### src/rtl/axi_master_arbiter_if.sv
// -----------------------------------------------------------------------------
// axi_master_arbiter_if
//
// Bundles every bus signal around the two-master / one-slave AXI4 arbiter:
// the fetch-unit port (M0, read only), the load/store-unit port (M1, read and
// write), the downstream slave port and the registered grant.
//
// Payloads are packed vectors:
//   AR/AW : {addr, id, len[7:0], size[2:0], burst[1:0]}   ADDR_W+ID_W+13 bits
//   R     : {data, resp[1:0], id, last}                   DATA_W+ID_W+3 bits
//   W     : {data, strb, last}                            DATA_W+DATA_W/8+1 bits
//   B     : {resp[1:0], id}                               ID_W+2 bits
//
// Modports:
//   master : the arbiter's view (owns slave-side valids, master-side readies,
//            the returned R/B towards the masters and the grant)
//   slave  : the surrounding system's view (masters and downstream slave)
// -----------------------------------------------------------------------------
interface axi_master_arbiter_if #(
  parameter int ADDR_W = 32,
  parameter int DATA_W = 32,
  parameter int ID_W   = 4
);
  localparam int AX_W = ADDR_W + ID_W + 8 + 3 + 2;
  localparam int R_W  = DATA_W + 2 + ID_W + 1;
  localparam int W_W  = DATA_W + DATA_W / 8 + 1;
  localparam int B_W  = 2 + ID_W;

  logic            m0_req;
  logic            m1_req;

  logic            m0_arvalid;
  logic            m0_arready;
  logic [AX_W-1:0] m0_ar;
  logic            m0_rvalid;
  logic            m0_rready;
  logic [R_W-1:0]  m0_r;

  logic            m1_arvalid;
  logic            m1_arready;
  logic [AX_W-1:0] m1_ar;
  logic            m1_rvalid;
  logic            m1_rready;
  logic [R_W-1:0]  m1_r;
  logic            m1_awvalid;
  logic            m1_awready;
  logic [AX_W-1:0] m1_aw;
  logic            m1_wvalid;
  logic            m1_wready;
  logic [W_W-1:0]  m1_w;
  logic            m1_bvalid;
  logic            m1_bready;
  logic [B_W-1:0]  m1_b;

  logic            s_arvalid;
  logic            s_arready;
  logic [AX_W-1:0] s_ar;
  logic            s_rvalid;
  logic            s_rready;
  logic [R_W-1:0]  s_r;
  logic            s_awvalid;
  logic            s_awready;
  logic [AX_W-1:0] s_aw;
  logic            s_wvalid;
  logic            s_wready;
  logic [W_W-1:0]  s_w;
  logic            s_bvalid;
  logic            s_bready;
  logic [B_W-1:0]  s_b;

  logic [1:0]      grant;

  modport master (
    input  m0_req, m1_req,
    input  m0_arvalid, m0_ar, m0_rready,
    output m0_arready, m0_rvalid, m0_r,
    input  m1_arvalid, m1_ar, m1_rready, m1_awvalid, m1_aw, m1_wvalid, m1_w, m1_bready,
    output m1_arready, m1_rvalid, m1_r, m1_awready, m1_wready, m1_bvalid, m1_b,
    output s_arvalid, s_ar, s_rready, s_awvalid, s_aw, s_wvalid, s_w, s_bready,
    input  s_arready, s_rvalid, s_r, s_awready, s_wready, s_bvalid, s_b,
    output grant
  );

  modport slave (
    output m0_req, m1_req,
    output m0_arvalid, m0_ar, m0_rready,
    input  m0_arready, m0_rvalid, m0_r,
    output m1_arvalid, m1_ar, m1_rready, m1_awvalid, m1_aw, m1_wvalid, m1_w, m1_bready,
    input  m1_arready, m1_rvalid, m1_r, m1_awready, m1_wready, m1_bvalid, m1_b,
    input  s_arvalid, s_ar, s_rready, s_awvalid, s_aw, s_wvalid, s_w, s_bready,
    output s_arready, s_rvalid, s_r, s_awready, s_wready, s_bvalid, s_b,
    input  grant
  );
endinterface

### src/rtl/axi_master_arbiter.sv
// -----------------------------------------------------------------------------
// axi_master_arbiter
//
// Shares one downstream AXI4 port between the fetch unit (M0, read only) and
// the load/store unit (M1, read and write). One master owns the bus per
// transaction; its channels are wired combinationally to the slave while the
// other master sees all readies/valids low and zero payloads.
//
// Ports:
//   clock : rising-edge clock
//   reset : asynchronous, active-high
//   bus   : axi_master_arbiter_if.master (M0, M1 and slave channels, grant)
//
// Build option:
//   AXI_ARB_ROUND_ROBIN_EN - when defined, simultaneous requests in IDLE go to
//   the master that was not granted last (last_grant resets to M0). When
//   undefined, M1 always wins a tie.
//
// The interface must be instantiated with the same ADDR_W/DATA_W/ID_W.
// -----------------------------------------------------------------------------
module axi_master_arbiter #(
  parameter int ADDR_W = 32,
  parameter int DATA_W = 32,
  parameter int ID_W   = 4
) (
  input  logic                 clock,
  input  logic                 reset,
  axi_master_arbiter_if.master bus
);
  localparam int AX_W = ADDR_W + ID_W + 8 + 3 + 2;
  localparam int R_W  = DATA_W + 2 + ID_W + 1;
  localparam int W_W  = DATA_W + DATA_W / 8 + 1;
  localparam int B_W  = 2 + ID_W;

  typedef enum logic [1:0] {
    IDLE   = 2'd0,
    GNT_M0 = 2'd1,
    GNT_M1 = 2'd2
  } state_t;

  state_t state_q, state_d;
  logic   addr_sent_q, rd_pend_q, wr_pend_q;
  logic   gnt_m0, gnt_m1;
  logic   ar_hs, aw_hs, rd_done, wr_done, txn_done;
  logic   req_cur, release_early, win_m1;

  // Handshakes are taken on the slave side; those valids are already gated by
  // the grant and by addr_sent, so they only fire for the owning master.
  assign ar_hs   = bus.s_arvalid & bus.s_arready;
  assign aw_hs   = bus.s_awvalid & bus.s_awready;
  // R payload LSB is rlast.
  assign rd_done = rd_pend_q & bus.s_rvalid & bus.s_rready & bus.s_r[0];
  assign wr_done = wr_pend_q & bus.s_bvalid & bus.s_bready;

  // With AR and AW both outstanding, the transaction ends only once both the
  // rlast beat and the B response have been seen (in either order).
  assign txn_done = addr_sent_q & (rd_done | wr_done)
                  & ~(rd_pend_q & ~rd_done) & ~(wr_pend_q & ~wr_done);

  assign req_cur       = gnt_m1 ? bus.m1_req : bus.m0_req;
  // A flushed fetch can withdraw its request until an address has gone out.
  assign release_early = ~addr_sent_q & ~req_cur & ~ar_hs & ~aw_hs;

`ifdef AXI_ARB_ROUND_ROBIN_EN
  // 0 = M0 granted last, 1 = M1 granted last.
  logic last_grant_q;

  assign win_m1 = bus.m1_req & (~bus.m0_req | ~last_grant_q);

  always_ff @(posedge clock or posedge reset) begin
    if (reset) begin
      last_grant_q <= 1'b0;
    end else if (state_q == IDLE && state_d != IDLE) begin
      last_grant_q <= (state_d == GNT_M1);
    end
  end
`else
  assign win_m1 = bus.m1_req;
`endif

  // State register
  always_ff @(posedge clock or posedge reset) begin
    if (reset) begin
      state_q <= IDLE;
    end else begin
      state_q <= state_d;
    end
  end

  // Next-state logic: every grant returns through IDLE, so back-to-back
  // transactions always see one idle cycle.
  always_comb begin
    state_d = state_q;
    unique case (state_q)
      IDLE: begin
        if (bus.m0_req | bus.m1_req) begin
          state_d = win_m1 ? GNT_M1 : GNT_M0;
        end
      end
      GNT_M0, GNT_M1: begin
        if (txn_done | release_early) begin
          state_d = IDLE;
        end
      end
      default: state_d = IDLE;
    endcase
  end

  // Outstanding-transaction tracking, cleared whenever the grant is dropped.
  always_ff @(posedge clock or posedge reset) begin
    if (reset) begin
      addr_sent_q <= 1'b0;
      rd_pend_q   <= 1'b0;
      wr_pend_q   <= 1'b0;
    end else if (state_d == IDLE) begin
      addr_sent_q <= 1'b0;
      rd_pend_q   <= 1'b0;
      wr_pend_q   <= 1'b0;
    end else begin
      if (ar_hs | aw_hs) begin
        addr_sent_q <= 1'b1;
      end
      if (ar_hs) begin
        rd_pend_q <= 1'b1;
      end else if (rd_done) begin
        rd_pend_q <= 1'b0;
      end
      if (aw_hs) begin
        wr_pend_q <= 1'b1;
      end else if (wr_done) begin
        wr_pend_q <= 1'b0;
      end
    end
  end

  // Output logic: channel routing decoded from the registered state.
  always_comb begin
    gnt_m0 = (state_q == GNT_M0);
    gnt_m1 = (state_q == GNT_M1);
    bus.grant = {gnt_m1, gnt_m0};

    bus.s_arvalid  = 1'b0;
    bus.s_ar       = {AX_W{1'b0}};
    bus.s_rready   = 1'b0;
    bus.s_awvalid  = 1'b0;
    bus.s_aw       = {AX_W{1'b0}};
    bus.s_wvalid   = 1'b0;
    bus.s_w        = {W_W{1'b0}};
    bus.s_bready   = 1'b0;

    bus.m0_arready = 1'b0;
    bus.m0_rvalid  = 1'b0;
    bus.m0_r       = {R_W{1'b0}};

    bus.m1_arready = 1'b0;
    bus.m1_rvalid  = 1'b0;
    bus.m1_r       = {R_W{1'b0}};
    bus.m1_awready = 1'b0;
    bus.m1_wready  = 1'b0;
    bus.m1_bvalid  = 1'b0;
    bus.m1_b       = {B_W{1'b0}};

    if (gnt_m0) begin
      // Only one address per grant: further AR is held off once one went out.
      bus.s_arvalid  = bus.m0_arvalid & ~addr_sent_q;
      bus.s_ar       = bus.m0_ar;
      bus.m0_arready = bus.s_arready & ~addr_sent_q;
      bus.m0_rvalid  = bus.s_rvalid;
      bus.m0_r       = bus.s_r;
      bus.s_rready   = bus.m0_rready;
    end

    if (gnt_m1) begin
      bus.s_arvalid  = bus.m1_arvalid & ~addr_sent_q;
      bus.s_ar       = bus.m1_ar;
      bus.m1_arready = bus.s_arready & ~addr_sent_q;
      bus.m1_rvalid  = bus.s_rvalid;
      bus.m1_r       = bus.s_r;
      bus.s_rready   = bus.m1_rready;
      bus.s_awvalid  = bus.m1_awvalid & ~addr_sent_q;
      bus.s_aw       = bus.m1_aw;
      bus.m1_awready = bus.s_awready & ~addr_sent_q;
      // W is not gated by addr_sent: the data beat may lead or trail AW.
      bus.s_wvalid   = bus.m1_wvalid;
      bus.s_w        = bus.m1_w;
      bus.m1_wready  = bus.s_wready;
      bus.m1_bvalid  = bus.s_bvalid;
      bus.m1_b       = bus.s_b;
      bus.s_bready   = bus.m1_bready;
    end
  end
endmodule

### src/flat_wrapper.sv
// flat-port wrapper written by rule: the top's interface ports become plain ports
module axi_master_arbiter_flat 
#(
  parameter int ADDR_W = 32,
  parameter int DATA_W = 32,
  parameter int ID_W   = 4
)
  (clock, reset, bus_m0_req, bus_m1_req, bus_m0_arvalid, bus_m0_ar, bus_m0_rready, bus_m0_arready, bus_m0_rvalid, bus_m0_r, bus_m1_arvalid, bus_m1_ar, bus_m1_rready, bus_m1_awvalid, bus_m1_aw, bus_m1_wvalid, bus_m1_w, bus_m1_bready, bus_m1_arready, bus_m1_rvalid, bus_m1_r, bus_m1_awready, bus_m1_wready, bus_m1_bvalid, bus_m1_b, bus_s_arvalid, bus_s_ar, bus_s_rready, bus_s_awvalid, bus_s_aw, bus_s_wvalid, bus_s_w, bus_s_bready, bus_s_arready, bus_s_rvalid, bus_s_r, bus_s_awready, bus_s_wready, bus_s_bvalid, bus_s_b, bus_grant);
  axi_master_arbiter_if #(.ADDR_W(ADDR_W), .DATA_W(DATA_W), .ID_W(ID_W)) bus_i ();
  input  logic clock;
  input  logic reset;
  input wire logic [$bits(bus_i.m0_req)-1:0] bus_m0_req;
  input wire logic [$bits(bus_i.m1_req)-1:0] bus_m1_req;
  input wire logic [$bits(bus_i.m0_arvalid)-1:0] bus_m0_arvalid;
  input wire logic [$bits(bus_i.m0_ar)-1:0] bus_m0_ar;
  input wire logic [$bits(bus_i.m0_rready)-1:0] bus_m0_rready;
  output wire logic [$bits(bus_i.m0_arready)-1:0] bus_m0_arready;
  output wire logic [$bits(bus_i.m0_rvalid)-1:0] bus_m0_rvalid;
  output wire logic [$bits(bus_i.m0_r)-1:0] bus_m0_r;
  input wire logic [$bits(bus_i.m1_arvalid)-1:0] bus_m1_arvalid;
  input wire logic [$bits(bus_i.m1_ar)-1:0] bus_m1_ar;
  input wire logic [$bits(bus_i.m1_rready)-1:0] bus_m1_rready;
  input wire logic [$bits(bus_i.m1_awvalid)-1:0] bus_m1_awvalid;
  input wire logic [$bits(bus_i.m1_aw)-1:0] bus_m1_aw;
  input wire logic [$bits(bus_i.m1_wvalid)-1:0] bus_m1_wvalid;
  input wire logic [$bits(bus_i.m1_w)-1:0] bus_m1_w;
  input wire logic [$bits(bus_i.m1_bready)-1:0] bus_m1_bready;
  output wire logic [$bits(bus_i.m1_arready)-1:0] bus_m1_arready;
  output wire logic [$bits(bus_i.m1_rvalid)-1:0] bus_m1_rvalid;
  output wire logic [$bits(bus_i.m1_r)-1:0] bus_m1_r;
  output wire logic [$bits(bus_i.m1_awready)-1:0] bus_m1_awready;
  output wire logic [$bits(bus_i.m1_wready)-1:0] bus_m1_wready;
  output wire logic [$bits(bus_i.m1_bvalid)-1:0] bus_m1_bvalid;
  output wire logic [$bits(bus_i.m1_b)-1:0] bus_m1_b;
  output wire logic [$bits(bus_i.s_arvalid)-1:0] bus_s_arvalid;
  output wire logic [$bits(bus_i.s_ar)-1:0] bus_s_ar;
  output wire logic [$bits(bus_i.s_rready)-1:0] bus_s_rready;
  output wire logic [$bits(bus_i.s_awvalid)-1:0] bus_s_awvalid;
  output wire logic [$bits(bus_i.s_aw)-1:0] bus_s_aw;
  output wire logic [$bits(bus_i.s_wvalid)-1:0] bus_s_wvalid;
  output wire logic [$bits(bus_i.s_w)-1:0] bus_s_w;
  output wire logic [$bits(bus_i.s_bready)-1:0] bus_s_bready;
  input wire logic [$bits(bus_i.s_arready)-1:0] bus_s_arready;
  input wire logic [$bits(bus_i.s_rvalid)-1:0] bus_s_rvalid;
  input wire logic [$bits(bus_i.s_r)-1:0] bus_s_r;
  input wire logic [$bits(bus_i.s_awready)-1:0] bus_s_awready;
  input wire logic [$bits(bus_i.s_wready)-1:0] bus_s_wready;
  input wire logic [$bits(bus_i.s_bvalid)-1:0] bus_s_bvalid;
  input wire logic [$bits(bus_i.s_b)-1:0] bus_s_b;
  output wire logic [$bits(bus_i.grant)-1:0] bus_grant;
  assign bus_i.m0_req = bus_m0_req;
  assign bus_i.m1_req = bus_m1_req;
  assign bus_i.m0_arvalid = bus_m0_arvalid;
  assign bus_i.m0_ar = bus_m0_ar;
  assign bus_i.m0_rready = bus_m0_rready;
  assign bus_m0_arready = bus_i.m0_arready;
  assign bus_m0_rvalid = bus_i.m0_rvalid;
  assign bus_m0_r = bus_i.m0_r;
  assign bus_i.m1_arvalid = bus_m1_arvalid;
  assign bus_i.m1_ar = bus_m1_ar;
  assign bus_i.m1_rready = bus_m1_rready;
  assign bus_i.m1_awvalid = bus_m1_awvalid;
  assign bus_i.m1_aw = bus_m1_aw;
  assign bus_i.m1_wvalid = bus_m1_wvalid;
  assign bus_i.m1_w = bus_m1_w;
  assign bus_i.m1_bready = bus_m1_bready;
  assign bus_m1_arready = bus_i.m1_arready;
  assign bus_m1_rvalid = bus_i.m1_rvalid;
  assign bus_m1_r = bus_i.m1_r;
  assign bus_m1_awready = bus_i.m1_awready;
  assign bus_m1_wready = bus_i.m1_wready;
  assign bus_m1_bvalid = bus_i.m1_bvalid;
  assign bus_m1_b = bus_i.m1_b;
  assign bus_s_arvalid = bus_i.s_arvalid;
  assign bus_s_ar = bus_i.s_ar;
  assign bus_s_rready = bus_i.s_rready;
  assign bus_s_awvalid = bus_i.s_awvalid;
  assign bus_s_aw = bus_i.s_aw;
  assign bus_s_wvalid = bus_i.s_wvalid;
  assign bus_s_w = bus_i.s_w;
  assign bus_s_bready = bus_i.s_bready;
  assign bus_i.s_arready = bus_s_arready;
  assign bus_i.s_rvalid = bus_s_rvalid;
  assign bus_i.s_r = bus_s_r;
  assign bus_i.s_awready = bus_s_awready;
  assign bus_i.s_wready = bus_s_wready;
  assign bus_i.s_bvalid = bus_s_bvalid;
  assign bus_i.s_b = bus_s_b;
  assign bus_grant = bus_i.grant;
  axi_master_arbiter #(.ADDR_W(ADDR_W), .DATA_W(DATA_W), .ID_W(ID_W)) u_core (.clock(clock), .reset(reset), .bus(bus_i));
endmodule
### config.mk
export PLATFORM = sky130hd
export DESIGN_NAME = axi_master_arbiter_flat
export DESIGN_NICKNAME = d
export VERILOG_FILES = /design/src/rtl/axi_master_arbiter_if.sv /design/src/rtl/axi_master_arbiter.sv /design/src/flat_wrapper.sv
export SDC_FILE = /design/constraint.sdc
export NUM_CORES = 1
export LEC_CHECK = 0
export ABC_AREA = 1
export CORE_AREA = 2 2 186 188
export CTS_BUF_LIST = sky130_fd_sc_hd__clkbuf_4
export CTS_CLUSTER_DIAMETER = 80
export CTS_CLUSTER_SIZE = 40
export DETAILED_ROUTE_END_ITERATION = 7
export DIE_AREA = 0 0 188 190
export PLACE_DENSITY = 0.38
export SYNTH_ARGS = -nofsm -noshare
export SYNTH_HDL_FRONTEND = slang
export SYNTH_SLANG_ARGS = --single-unit
### constraint.sdc
create_clock -name clock -period 1.9 [get_ports clock]
set_clock_uncertainty 0.15 [all_clocks]
set_input_delay 0.475 -clock clock [delete_from_list [all_inputs] [get_ports clock]]
set_output_delay 0.475 -clock clock [all_outputs]
set_load 0.01 [all_outputs]
==> reports/results.txt, run 1 <==
Worst Setup SP - u_core.state_q[0]$_DFF_PP0_
DP Worst Slack - -0.588 ns
Synth area leader - nand2_1
initial antenna violation count - 6
most frequent cell after synthesis - nand2_1
Die W - 188 um
synthesized area per cell - 4.24 um^2
status - finished with violations
Max-slew headroom - 85.0%
synth cell count leaders - nand2_1 (298), inv_1 (192), nand3_1 (52), buf_2 (18), clkbuf_1 (13)
I/O Buffers - 477
CP Max Fanout - 8
H-Tree Depth - 1
post-route antenna net violation count - 0
crit path DAT - 1.68 ns
Num CTS Buffers - 3
Die ar. - 0.0357 mm^2
CTS root buffer - clkbuf_4
reg2reg path depth - 16
LEAKAGE - 6.38 nW
DRC viols - 0
WL/cell - 16.3 um
Placer Congestion - 0.802
Max Cap Violations - 0
Ys Warns - 0
# IOs - 478
R2R setup slack - -0.26 ns
Final period util - 121%
row cnt - 68
Multi-input gate area - 0.00290 mm^2
syn_nets - 864
ANT cells - 0
RSZ-0062 raised after global routing - true
Sequential Area - 126 um^2
kind of critical path - reg2out
critical-path cell list - inv_2, ha_4, buf_12, buf_16, buf_8, buf_16, nand2_2, nand2_1, buf_2
CP endpoint - bus_s_ar[5]
grt ovf - 0
reg-to-reg startpoint - u_core.state_q[0]$_DFF_PP0_
total power - 14.6 mW
hold slack - 0.289 ns
number of global-route vias before repair - 5775
ys async rst share - 100%
Hold WC Path Type - in2async
post-synthesis instance area - 0.00261 mm^2
area fraction of the dominant cell type after synthesis - 42.9%
Skew-Pair Late Insertion Delay - 0.24 ns
DR iter-0 viols - 82
f_max - 434 MHz
top post-synthesis cells by area - nand2_1 (43%), inv_1 (28%), nand3_1 (10%), dfrtp_1 (4.8%), buf_2 (3.5%)
layout cells sized above 1 - 62.6%
final setup violation count - 238
Post-layout nets - 1444
synthesis-to-finish area growth - 324%
Seq/Total Area, Yosys - 4.80%
largest net degree at the start of global routing - 19
endpoint type of the worst setup path - output port
total vias in the final route - 5737
Final Hold Fails - 0
Worst setup SP type - register
Mapped Cells - 615
Least-Margin Pin Slew - 0.225 ns
TritonCTS clock tree - done
crit-path max cell delay - 0.39 ns
Final Max Tran Viols - 0
fin worst setup slack - -0.403 ns
die height - 190 um
deepest clock path buffer count - 2
R2R Path End - u_core.addr_sent_q$_DFFE_PP0P_
top_reg_cell synth - dfrtp_1
Clock transition at path regs - 0.05 ns
CTS Sinks - 5
Critical Path Most Common Cell - buf_16
WL final - 26.9 mm
worst IR drop on VDD - 0.000523 V
GRT Total Usage - 13.5%
pwr/cell area - 1320 mW/mm^2
FF+latch count, synth - 5
min cycle time layout - 2.30 ns
Avg Vias per Cell - 3.48
drt pass-1 iters - 4
FILL cells - 3593
dpl hpwl - 19.9 mm
failing checks - negative setup slack
Synth cell types - 23
number of synthesized flops with an enable pin - 0
Core Footprint - 0.0339 mm^2
first-pass GRT wire length - 36.4 mm
CP max-delay cell - dfrtp_1
Starting Density - 7.68%
Worst Path Required - 1.27 ns
cell usage in the layout (no fill, tap or decap), types with 2 or more instances in the layout:
cell type	instances
buf_2	67
clkdlybuf4s50_1	244
buf_12	29
nor2_1	3
nand2_4	104
dfrtp_1	4
ha_4	2
buf_6	194
nand2_1	86
buf_16	14
nor2_4	4
a21oi_2	3
inv_2	123
inv_1	66
clkdlybuf4s15_2	2
clkbuf_4	4
ha_1	2
dlygate4sd2_1	7
nand3_2	16
nand2_2	112
clkdlybuf4s15_1	2
nand3_4	9
buf_4	25
clkbuf_16	6
buf_8	20
inv_4	4
nand3_1	29
clkbuf_2	3
routing by layer:
layer / up-vias / wire, um / track usage, %
met5: - / 18 / 0
met4: 4 / 178 / 1.18
met3: 18 / 2270 / 3.43
met2: 292 / 14900 / 27.3
met1: 2563 / 9550 / 14.4
li1: 2860 / - / -
kinds of logic after synthesis:
kind of cell | Yosys count | share of synthesized area, %
buffers and inverters | 232 | 35.0
AO/OA/AOI/OAI | 7 | 1.44
flip-flops | 5 | 4.80
adder cells (fa/ha/maj) | 4 | 1.92
AND/OR/NAND/NOR | 367 | 56.8
registers in the layout, summed over array words and instances (netlist names):
signal / cells
u_core.addr_sent_q: 1
u_core.wr_pend_q: 1
u_core.rd_pend_q: 1
u_core.state_q: 2
worst max-delay path: cells and delay by family, from the launching register on:
family        cells  cell delay [ns]
buf+inv           6             0.79
flops             1             0.39
fa+ha+maj         1             0.15
simple gates      2             0.10
cell type report:
class	instances	share of cell area [%]
timing repair buffer	613	60.4
multi-input combinational	378	26.2
inverter	194	6.82
tap	455	5.15
sequential	5	1.14
clock buffer	4	0.271
through the flow:
| stage | cells | setup TNS (ns) | instance area, um^2 | util [%] |
|---|---|---|---|---|
| finish | 1649 | -68.63 | 11100 | 32.6 |
| global route | 1649 | -89.82 | 11100 | 32.6 |
| CTS | 1640 | -81.16 | 9650 | 28.4 |
| detailed placement | 1572 | -101.09 | 8460 | 24.9 |
| global placement | 1572 | -98.62 | 8460 | 24.9 |
| floorplan | 615 | -2.58 | 2650 | - |
worst min path at each step:
| stage | startpoint | end | slack (ns) | cells past startpoint |
|---|---|---|---|---|
| 4_1_cts | reset | u_core.rd_pend_q$_DFFE_PP0P_ | 0.30 | 2 |
| 6_report | reset | u_core.addr_sent_q$_DFFE_PP0P_ | 0.29 | 2 |
| 3_5_place_dp | u_core.rd_pend_q$_DFFE_PP0P_ | u_core.rd_pend_q$_DFFE_PP0P_ | 0.43 | 4 |
| 3_3_place_gp | u_core.rd_pend_q$_DFFE_PP0P_ | u_core.rd_pend_q$_DFFE_PP0P_ | 0.44 | 4 |
| 2_1_floorplan | reset | u_core.addr_sent_q$_DFFE_PP0P_ | 0.10 | 1 |
| 5_1_grt | reset | u_core.addr_sent_q$_DFFE_PP0P_ | 0.30 | 2 |
power by group:
group          leakage [nW]  switching, mW  internal, mW  total, mW
clock                0.0184         0.0470        0.0939      0.141
sequential           0.0654         0.0366         0.150      0.187
combinational          6.30           6.59          7.70       14.3
repair_timing:
action | 4_1_cts | 5_1_grt
buffers inserted | 49 | 12
gates cloned | 16 | 7
endpoints found under the setup margin | 238 | 238
resized for setup | 1290 | 407
pin swaps | 41 | 52
hold buffers | 0 | 0
(Power assumes the default switching activity.)
==> run 2, diff against run 1 <==
Settings changed: CORE_AREA 2 2 186 188 to 2 2 185 187, DIE_AREA 0 0 188 190 to 0 0 187 189, PLACE_DENSITY 0.38 to 0.37.
Clock period 1.9 ns to 2.7 ns, I/O delays scaled along.
==> run 2 against run 1 <==
The run still ends with negative setup slack left. Core utilization decreased by 6.4 points. Power decreased by 55%. Sequential share of layout area grew 0.29 points. Combinational power shrank 56%. Non-clock buffer count is 67 lower. Final cell count down 4.5%. Clock-buffer cell count unchanged. Largest cell class unchanged. Highest routed layer is now met4.
==> reports/results.txt, run 2 (synthesis gave the netlist of run 1 again) <==
reg-to-reg startpoint - u_core.state_q[0]$_DFF_PP0_
Final Max Tran Viols - 0
Max-slew headroom - 85.3%
drt pass-1 iters - 4
Core Footprint - 0.0333 mm^2
Worst Path Required - 1.88 ns
I/O Buffers - 477
Placer Congestion - 0.850
Core Util, Final - 26.2%
pwr/cell area - 749 mW/mm^2
dpl hpwl - 19.5 mm
kind of critical path - reg2out
GRT Total Usage - 12.3%
Least-Margin Pin Slew - 0.221 ns
fin worst setup slack - -0.0629 ns
Post-layout nets - 1377
setup tns final - -0.0629 ns
row cnt - 67
Die ar. - 0.0353 mm^2
R2R Path End - u_core.wr_pend_q$_DFFE_PP0P_
Hold WC Path Type - reg2reg
Clock transition at path regs - 0.04 ns
initial antenna violation count - 0
commonest non-fill, non-tap cells in the layout - nand2_1 (298), clkdlybuf4s50_1 (245), inv_1 (190)
Skew-Pair Late Insertion Delay - 0.24 ns
endpoint type of the worst setup path - output port
f_max - 362 MHz
die height - 189 um
CTS Sinks - 5
final setup violation count - 1
reg2reg path depth - 13
DRC viols - 0
grt ovf - 0
Final Hold Fails - 0
DR iter-0 viols - 153
Worst Hold Launch - u_core.rd_pend_q$_DFFE_PP0P_
WL/cell - 15.2 um
Num CTS Buffers - 3
CP max-delay cell - clkdlybuf4s50_1
CTS root buffer - clkbuf_4
total vias in the final route - 5427
WL final - 23.9 mm
largest net degree at the start of global routing - 27
Max Cap Violations - 0
crit path DAT - 1.94 ns
CP Max Fanout - 13
commonest non-fill, non-tap cell in the layout - nand2_1
max reg flops - 2
Die W - 187 um
ANT cells - 0
layout cells sized above 1 - 9.94%
LEAKAGE - 6.85 nW
TritonCTS clock tree - done
synthesis-to-finish area growth - 234%
min cycle time layout - 2.76 ns
first-pass GRT wire length - 33.5 mm
# IOs - 478
worst IR drop on VDD - 0.000239 V
post-route antenna net violation count - 0
Worst setup SP type - register
R2R setup slack - 0.56 ns
Final period util - 102%
failing checks - negative setup slack
Starting Density - 7.84%
crit-path max cell delay - 0.53 ns
Avg Vias per Cell - 3.45
number of global-route vias before repair - 5571
# hold bufs at CTS - 0
H-Tree Depth - 1
critical-path cell list - ha_4, inv_8, buf_12, nand3_1, nand2_1, clkdlybuf4s50_1
status - finished with violations
Biggest register - u_core.state_q
Hold Path End - u_core.rd_pend_q$_DFFE_PP0P_
RSZ-0062 raised after global routing - true
hold path depth - 4
deepest clock path buffer count - 2
-- run 2: per-layer routing --
| metal | vias up | GRT usage, % | part of all wire [%] |
|---|---|---|---|
| met5 | - | 0 | 0 |
| met4 | 0 | 1.22 | 0.74 |
| met3 | 8 | 3.34 | 8.3 |
| met2 | 300 | 23.6 | 52 |
| met1 | 2395 | 13.9 | 39 |
| li1 | 2724 | - | - |
-- run 2: power by group --
group	total, mW	internal [mW]	switching (mW)
Clock	0.0949	0.0658	0.0291
Combinational	6.29	3.21	3.09
Sequential	0.130	0.104	0.0255
Total	6.52	3.38	3.14
-- run 2: metrics by stage --
step                power, mW  instance area [um^2]  hold slack [ns]  instances  worst slack [ns]
detailed placement       6.43                  8290            0.468       1546            -0.176
CTS                      6.43                  8300            0.478       1557            -0.182
finish                   6.52                  8710            0.463       1575           -0.0629
floorplan                2.50                  2610            0.304        615             0.492
global route             7.13                  8710            0.503       1575            -0.155
global placement         6.49                  8290            0.460       1546            -0.211
-- run 2: cell type report --
cell class,instances,area (um^2)
fillers,3836,24600
repair buffers,546,5660
multi-input cells,378,1600
inverters,194,736
well taps,448,561
flip-flops and latches,5,125
clock buffers,4,30.0
-- run 2: critical path: cells and delay by family (launching register included) --
kind,cells,cell delay (ns)
adders and majority gates,1,0.23
DFF,1,0.41
and+or+nand+nor,2,0.22
buffers and inverters,3,0.83
-- run 2: worst max path at each step --
stage	to	slack, ns	startpoint
2_1_floorplan	bus_s_aw[14]	0.49	u_core.state_q[0]$_DFF_PP0_
3_3_place_gp	bus_s_ar[6]	-0.21	bus_m0_ar[6]
3_5_place_dp	bus_s_ar[6]	-0.18	bus_m0_ar[6]
4_1_cts	bus_s_ar[47]	-0.18	u_core.state_q[1]$_DFF_PP0_
5_1_grt	bus_s_ar[47]	-0.16	u_core.state_q[1]$_DFF_PP0_
6_report	bus_s_ar[47]	-0.06	u_core.state_q[1]$_DFF_PP0_
-- run 2: repair_timing --
| action | in CTS | in global routing |
|---|---|---|
| cloned | 3 | 3 |
| pin swaps | 0 | 1 |
| endpoints found under the setup margin | 223 | 104 |
| buffers inserted | 4 | 15 |
| gates resized for setup | 140 | 160 |
==> run 3, diff against run 2 <==
Settings changed: HOLD_SLACK_MARGIN set to 0.06.
==> results of run 3 <==
Same layout as run 2: the final DEF is identical, and so are final timing and power.
